### config.mk
export PLATFORM = sky130hd
export DESIGN_NAME = bus_arbiter
export DESIGN_NICKNAME = d
export VERILOG_FILES = /design/src/rtl/bus_pkg.sv /design/src/rtl/bus_arbiter_rr_pick.sv /design/src/rtl/bus_arbiter.sv
export SDC_FILE = /design/constraint.sdc
export NUM_CORES = 1
export LEC_CHECK = 0
export BUFFER_PORTS_ARGS = -buffer_cell sky130_fd_sc_hd__buf_4
export CORE_MARGIN = 10
export CORE_UTILIZATION = 45
export DETAILED_ROUTE_END_ITERATION = 10
export PLACE_DENSITY = 0.74
export SETUP_SLACK_MARGIN = 0.05
export SYNTH_ARGS = -nofsm -noshare
export SYNTH_HDL_FRONTEND = slang
export SYNTH_SLANG_ARGS = --single-unit
export TNS_END_PERCENT = 20
### constraint.sdc
create_clock -name clk -period 3.91 [get_ports clk]
set_input_delay 0.782 -clock clk [delete_from_list [all_inputs] [get_ports clk]]
set_output_delay 0.782 -clock clk [all_outputs]
set_load 0.02 [all_outputs]
### src/rtl/bus_pkg.sv
// Shared types and helpers for the round-robin bus arbiter.
package bus_pkg;

    localparam int N_REQ_DEF = 8;
    localparam int ID_W_DEF  = $clog2(N_REQ_DEF);
    localparam int MAX_VEC_W = 32;

    typedef enum logic {
        IDLE  = 1'b0,
        GRANT = 1'b1
    } arb_state_t;

    // Binary index of the set bit; a legal one-hot (or zero) input is assumed.
    function automatic int unsigned onehot_to_idx(input logic [MAX_VEC_W-1:0] vec);
        int unsigned idx;
        idx = 0;
        for (int i = 0; i < MAX_VEC_W; i++) begin
            if (vec[i]) idx = idx | unsigned'(i);
        end
        return idx;
    endfunction

endpackage

### src/rtl/bus_arbiter_rr_pick.sv
// Combinational rotate-priority encoder: first request at or after (last+1), wrapping.
module rr_pick
    import bus_pkg::*;
#(
    parameter int N_REQ = N_REQ_DEF,
    parameter int ID_W  = $clog2(N_REQ)
) (
    input  logic [N_REQ-1:0] req,
    input  logic [ID_W-1:0]  last,
    output logic [N_REQ-1:0] winner_onehot,
    output logic [ID_W-1:0]  winner_id,
    output logic             any_req
);

    logic            found;
    logic [ID_W-1:0] idx;

    always_comb begin
        winner_onehot = '0;
        found         = 1'b0;
        idx           = '0;
        for (int k = 0; k < N_REQ; k++) begin
            idx = ID_W'((int'(last) + 1 + k) % N_REQ);
            if (!found && req[idx]) begin
                winner_onehot[idx] = 1'b1;
                found              = 1'b1;
            end
        end
    end

    assign winner_id = ID_W'(onehot_to_idx(MAX_VEC_W'(winner_onehot)));
    assign any_req   = |req;

endmodule

### src/rtl/bus_arbiter.sv
// Round-robin arbiter producing a registered one-hot grant for the byte-lane mux select.
// Optional BUS_ARB_LOCK_EN adds a lock input that suppresses tenure expiry.
//
// state | meaning
// IDLE  | no owner; grant all-zero, waiting for any request
// GRANT | one owner holds the bus; hold_cnt tracks its tenure
module bus_arbiter
    import bus_pkg::*;
#(
    parameter int N_REQ    = N_REQ_DEF,
    parameter int MAX_HOLD = 4,
    parameter int ID_W     = $clog2(N_REQ)
) (
    input  logic             clk,
    input  logic             rst_n,
`ifdef BUS_ARB_LOCK_EN
    input  logic             lock,
`endif
    input  logic [N_REQ-1:0] req,
    output logic [N_REQ-1:0] grant,
    output logic             grant_valid,
    output logic [ID_W-1:0]  grant_id
);

    localparam int HC_W      = (MAX_HOLD > 1) ? $clog2(MAX_HOLD) : 1;
    localparam int HOLD_LAST = (MAX_HOLD > 0) ? MAX_HOLD - 1 : 0;

    arb_state_t       state, state_d;
    logic [N_REQ-1:0] grant_d;
    logic [ID_W-1:0]  grant_id_d;
    logic [HC_W-1:0]  hold_cnt, hold_cnt_d;
    logic [ID_W-1:0]  last, last_d;
    logic [ID_W-1:0]  pick_last;
    logic [N_REQ-1:0] win_onehot;
    logic [ID_W-1:0]  win_id;
    logic             any_req;
    logic             lock_hold;
    logic             at_limit;
    logic             release_now;

`ifdef BUS_ARB_LOCK_EN
    assign lock_hold = lock && req[grant_id];
`else
    assign lock_hold = 1'b0;
`endif

    // On release the search restarts just past the outgoing owner in the same cycle.
    assign pick_last   = (state == GRANT) ? grant_id : last;
    assign at_limit    = (MAX_HOLD != 0) && (hold_cnt == HC_W'(HOLD_LAST));
    assign release_now = !req[grant_id] || (at_limit && !lock_hold);

    rr_pick #(.N_REQ(N_REQ), .ID_W(ID_W)) u_pick (
        .req          (req),
        .last         (pick_last),
        .winner_onehot(win_onehot),
        .winner_id    (win_id),
        .any_req      (any_req)
    );

    always_comb begin
        state_d    = state;
        grant_d    = grant;
        grant_id_d = grant_id;
        hold_cnt_d = hold_cnt;
        last_d     = last;
        case (state)
            IDLE: begin
                if (any_req) begin
                    grant_d    = win_onehot;
                    grant_id_d = win_id;
                    hold_cnt_d = '0;
                    state_d    = GRANT;
                end
            end
            GRANT: begin
                if (release_now) begin
                    last_d     = grant_id;
                    hold_cnt_d = '0;
                    if (any_req) begin
                        grant_d    = win_onehot;
                        grant_id_d = win_id;
                    end else begin
                        grant_d    = '0;
                        grant_id_d = '0;
                        state_d    = IDLE;
                    end
                end else if (!at_limit) begin
                    hold_cnt_d = hold_cnt + HC_W'(1);
                end
            end
            default: state_d = IDLE;
        endcase
    end

    always_ff @(posedge clk or negedge rst_n) begin
        if (!rst_n) begin
            state    <= IDLE;
            grant    <= '0;
            grant_id <= '0;
            hold_cnt <= '0;
            last     <= ID_W'(N_REQ - 1);
        end else begin
            state    <= state_d;
            grant    <= grant_d;
            grant_id <= grant_id_d;
            hold_cnt <= hold_cnt_d;
            last     <= last_d;
        end
    end

    assign grant_valid = |grant;

endmodule
== Yosys cells after proc, flatten, opt, wreduce, memory -nomap -nowiden ==
Cells that the tools add are included.

* Input port bits: 10
* Bits in registers: 17
* Output and inout port bits: 12
* Word-level logic and storage cells: 144

* Multiplexer cells: 72
* Bitwise logic cells: 8
* Order comparisons: 17
* Add/sub/neg operators: 9
* Reduce and logical (&&, ||, !) cells: 29
* Equal/unequal tests: 4

{| class="wikitable"
|+ Operators by type and width
! cell !! number
|-
| 2-to-1 mux 8 bit || 11
|-
| bitwise OR 8 bit || 7
|-
| less-than comparator 3 x 4 -> 1 bit (second input constant) || 9
|-
| binary-select mux 1 bit (select 3 bit) || 9
|-
| 2-to-1 mux 1 bit || 27
|-
| demux 1 bit (select 3 bit) || 8
|-
| >= comparator 3 x 1 -> 1 bit (second input constant) || 8
|-
| 2-to-1 mux 3 bit || 8
|-
| one-hot mux 8 bit (2 select lines) || 1
|-
| OR reduction 8 bit || 2
|-
| logical AND 1 bit || 15
|-
| adder 3 bit (second input constant) || 4
|-
| 2-to-1 mux 2 bit || 5
|-
| logical NOT 1 bit || 8
|-
| adder 3 x 1 -> 3 bit (second input constant) || 2
|-
| adder 3 x 2 -> 3 bit (second input constant) || 2
|-
| one-hot mux 3 bit (2 select lines) || 1
|-
| AND reduction 2 bit || 3
|-
| one-hot mux 2 bit (2 select lines) || 1
|-
| inequality test 3 x 2 -> 1 bit (second input constant) || 1
|-
| adder 2 x 1 -> 2 bit (second input constant) || 1
|-
| equality test 2 bit (second input constant) || 1
|-
| inequality test 2 x 1 -> 1 bit (second input constant) || 1
|-
| inequality test 2 bit (second input constant) || 1
|-
| 3 further kinds || 3
|}

== Logic depth before layout (Yosys ltp) ==
* Depth in word-level cells: 36
* Depth in mapped cells: 17

== Hierarchy ==
A second synthesis with hierarchy kept.

* Cell total of the unflattened synthesis: 247
* Area, all modules: 2372.3 um2

{| class="wikitable"
|+ By module, submodules not included
! module !! area an instance (um2) !! instances !! cells an instance
|-
| rr_pick || 1508.9 || 1 || 184
|-
| bus_arbiter || 863.3 || 1 || 63
|}

== Worst setup path before layout ==
Ideal clock, no wire load.

* Path kind: reg-to-reg
* From: reg state
* To: reg grant_id[1]
* Arrival time: 3732 ps
* Cell stages (with the launch flop): 17
* Path slack: 54 ps
* Setup time: 124 ps
* Required time: 3786 ps
* Buffers on the path: 5
* Clock period less this slack: 3856 ps
* Path through: dfrtp_1 -> buf_6 -> mux2i_4 -> clkbuf_1 -> buf_1 -> ha_1 -> clkbuf_1 -> inv_1 -> clkbuf_1 -> nand2_1 -> a21oi_1 -> a311o_2 -> nand2_4 -> o41ai_2 -> a2111oi_4 -> a31oi_1 -> a211o_1

* Word-level cells in the longest chain between the ends: 35
* Elaborated cells between the ends (all ways): 115
* Those cells by class: add/sub: 8; order compare: 16; eq/ne: 2; mux: 58; bitwise: 8; reduce/logical: 23

{| class="wikitable"
|+ Ends and longest elaborated chain
! element !! RTL line !! RTL
|-
| start: declaration || bus_arbiter.sv:28 || <nowiki>arb_state_t state, state_d;</nowiki>
|-
| start signal: assignment || bus_arbiter.sv:103 || <nowiki>state <= state_d;</nowiki>
|-
| parallel branches: the longest is 35 deep, another holds less-than comparator 3 x 4 -> 1 bit || -- ||
|-
| end signal: assignment || bus_arbiter.sv:105 || <nowiki>grant_id <= grant_id_d;</nowiki>
|-
| end: declaration || bus_arbiter.sv:22 || <nowiki>output logic [ID_W-1:0] grant_id</nowiki>
|}

Several ways; the timed one is not identified. The select of a mux whose other input is x is not followed.
A chain may end at the register's enable or synchronous reset.

== Worst setup path after layout ==
Same ends and word-level chain as after synthesis.

==> results.py <==
metrics = {
    "setup_path": {
        "crit_fanout": 13,
        "crit_type": "flip-flop to flip-flop",
        "endpoint_kind": "flip-flop",
        "r2r_start": "state",
        "critPathTopFamily": "multiplexers",
        "crit_required_ps": 4050,
        "cp_num_buf_inv": 3,
        "r2r-end": "grant_id[1]",
        "cp_slowest_cell": "mux4_2",
        "cpMostUsedCell": "buf_4",
        "path_cells": "mux2i_1 > inv_2 > buf_4 > ha_1 > buf_4 > xnor2_2 > mux4_2 > a21oi_1 > a211oi_1 > nor4_2 > a31oi_1 > a211o_1",
        "reg2reg_setup_slack_ps": 180,
        "slowest_delay_ps": 680,
        "crit_arrival_ps": 3860,
        "start_kind": "flip-flop",
        "r2r_cells": 12,
    },
    "cts": {
        "cts_buffer_depth": 2,
        "postCtsHoldBufs": 0,
        "cts_tree": "built",
        "numCtsBuffers": 3,
        "clk_pin_slew_ps": 60,
        "clock_latency_ps": 250,
        "htreeDepth": 1,
        "cts_sinks": 17,
        "cts_root_buf": "clkbuf_8",
    },
    "sta": {
        "rsz0062_at_grt": "true",
        "fin_crit_sh_pct": 95.3,
        "hold_viol_final": 0,
        "tightest_slew_ps": 1140,
        "fmax_mhz": 268,
        "setup_viol": 0,
        "setup_tns_ps": 0,
        "fin_skew_ps": 1.66,
        "period_minus_slack_ps": 3730,
        "drv_slew": 0,
        "relSlewSlack_pct": 22.9,
    },
    "synth": {
        "yosysSeqAreaShare_pct": 19.2,
        "synth.distinct_cells": 57,
        "synth_top_area_cell": "dfrtp_1",
        "avgSynthCellArea_um2": 7.92,
        "netlist_top_cells_area": "dfrtp_1 (16%), mux2i_1 (7.2%), nand2_1 (5.9%)",
        "synthFlopType": "dfrtp_1",
        "netlist_instances": 282,
        "synth_seq_cells": 17,
        "async_flop_share_pct": 100,
        "synth_top_area_share_pct": 15.7,
        "ys_warn_count": 0,
        "synth_nets": 295,
        "yosys.cell_count.top_type": "nand2_1",
        "syn_area_mm2": 0.00223,
        "synth_edf_count": 0,
        "yosys-top-cells-count": "nand2_1 (35), clkbuf_1 (19), o21ai_0 (19), nor2_1 (17), mux2i_1 (16)",
    },
    "run_status": {
        "status": "completed",
    },
    "flow_run": {
        "drv_cap": 0,
    },
    "global_routing": {
        "grt_pass1_wl_um": 11300,
        "grt_usage_pct": 16.0,
        "grt_max_degree": 35,
        "grt_pass1_vias": 2179,
        "antenna_found_initial": 0,
        "grt_overflow_total": 0,
    },
    "floorplan": {
        "die_h_um": 90.5,
        "fp.dieArea_mm2": 0.00818,
        "rows": 25,
        "start_util_pct": 47.0,
        "fp.dieW_um": 90.5,
        "pin_count": 22,
        "core-area_mm2": 0.00475,
    },
    "routing": {
        "drt-initial-drc-count": 316,
        "viasPerCell": 6.73,
        "first_pass_iters": 5,
        "wl_per_cell_um": 19.4,
        "postRouteWirelength_um": 7010,
        "drc": 0,
        "ant_nets": 0,
        "route.vias.total": 2438,
    },
    "layout": {
        "area_growth_syn_to_layout_pct": 13.4,
        "antenna-diode-count": 0,
        "nets": 309,
        "nFillCells": 448,
        "drive_above_1_share_pct": 25.4,
    },
    "placement": {
        "io_buffers": 21,
        "dp_hpwl_um": 5180,
        "gp_congestion": 1.01,
    },
    "worst_hold_path": {
        "min_path_type": "input port to asynchronous set/reset pin",
    },
}
## area by class of cell
class                      instances  area (µm²)  share of cell area (%)
multi-input combinational        233        1690                    66.6
sequential                        17         430                    17.0
timing repair buffer              35         263                    10.4
tap                               67        83.8                    3.31
clock buffer                       4        45.0                    1.78
inverter                           6        25.0                   0.987
## worst register-to-register path, delay by kind of cell (launching register included)
family	cells	cell delay (ps)
compound gates	4	710
xor+xnor	1	240
fa+ha+maj	1	260
buf+inv	3	430
flops	1	490
mux	2	970
simple gates	1	500
## repair_timing
item,in CTS,in global routing
setup buffers,0,0
resized for setup,0,4
setup endpoints to repair,0,5
## cell families after synthesis
group,share of synthesized area (%)
buffers and inverters,6.38
multiplexers,18.4
AO/OA/AOI/OAI,24.9
adder cells (fa/ha/maj),1.68
flip-flops,19.2
AND/OR/NAND/NOR,26.5
XOR/XNOR,2.97
## layout by cell type (no fill, tap or decap), types with 2 or more instances in the layout
master	count
a211oi_1	2
nand2_1	35
o31ai_1	4
clkbuf_8	3
o21bai_1	2
o22ai_1	2
o211ai_1	4
nor3_1	15
nor4_2	3
a41oi_1	3
a21o_1	4
buf_4	35
ha_1	3
nor3b_1	3
or4_1	2
o32ai_1	3
nand2b_1	3
or3_1	5
mux2_2	11
mux4_2	3
o21ai_0	19
nor4_1	11
xnor2_2	3
mux2i_4	2
nor2_1	17
dfstp_2	3
a31oi_1	7
a211o_1	2
a21oi_1	10
mux2i_1	16
a22oi_1	2
nand3_1	13
nand4_1	5
inv_1	4
dfrtp_1	13
## stage by stage
| step | std cells | utilization (%) | setup WS, ps | hold WS (ps) | area, µm² |
|---|---|---|---|---|---|
| floorplan | 282 | - | 53.8 | 464 | 2230 |
| global route | 362 | 53.3 | 4.21 | 391 | 2530 |
| detailed placement | 358 | 51.8 | 154 | 493 | 2460 |
| global placement | 358 | 51.8 | 165 | 490 | 2460 |
| CTS | 362 | 52.8 | 133 | 391 | 2510 |
| finish | 362 | 53.3 | 184 | 386 | 2530 |
## how the worst max path moves through the flow
stage	from	endpoint	cells past startpoint
final	state	grant_id[1]	12
after CTS	state	grant_id[1]	14
after floorplan	state	grant_id[1]	16
after global routing	state	grant_id[1]	14
after detailed placement	state	grant_id[1]	14
after global placement	state	grant_id[0]	14
## metal layers
metal,global-route usage (%),vias up,share of wire [%]
li1,-,1116,-
met4,4.64,0,2.4
met5,0,-,0
met1,21.1,1157,43
met3,2.08,20,7.6
met2,26.4,145,48
## state kept, by name, indices dropped and copies added, names as in the netlist
signal	flops
grant	8
grant_id	3
hold_cnt	2
last	3
state	1
Power is not shown: default switching activity piles up to over one toggle a cycle in this logic, so the estimate is an artifact.
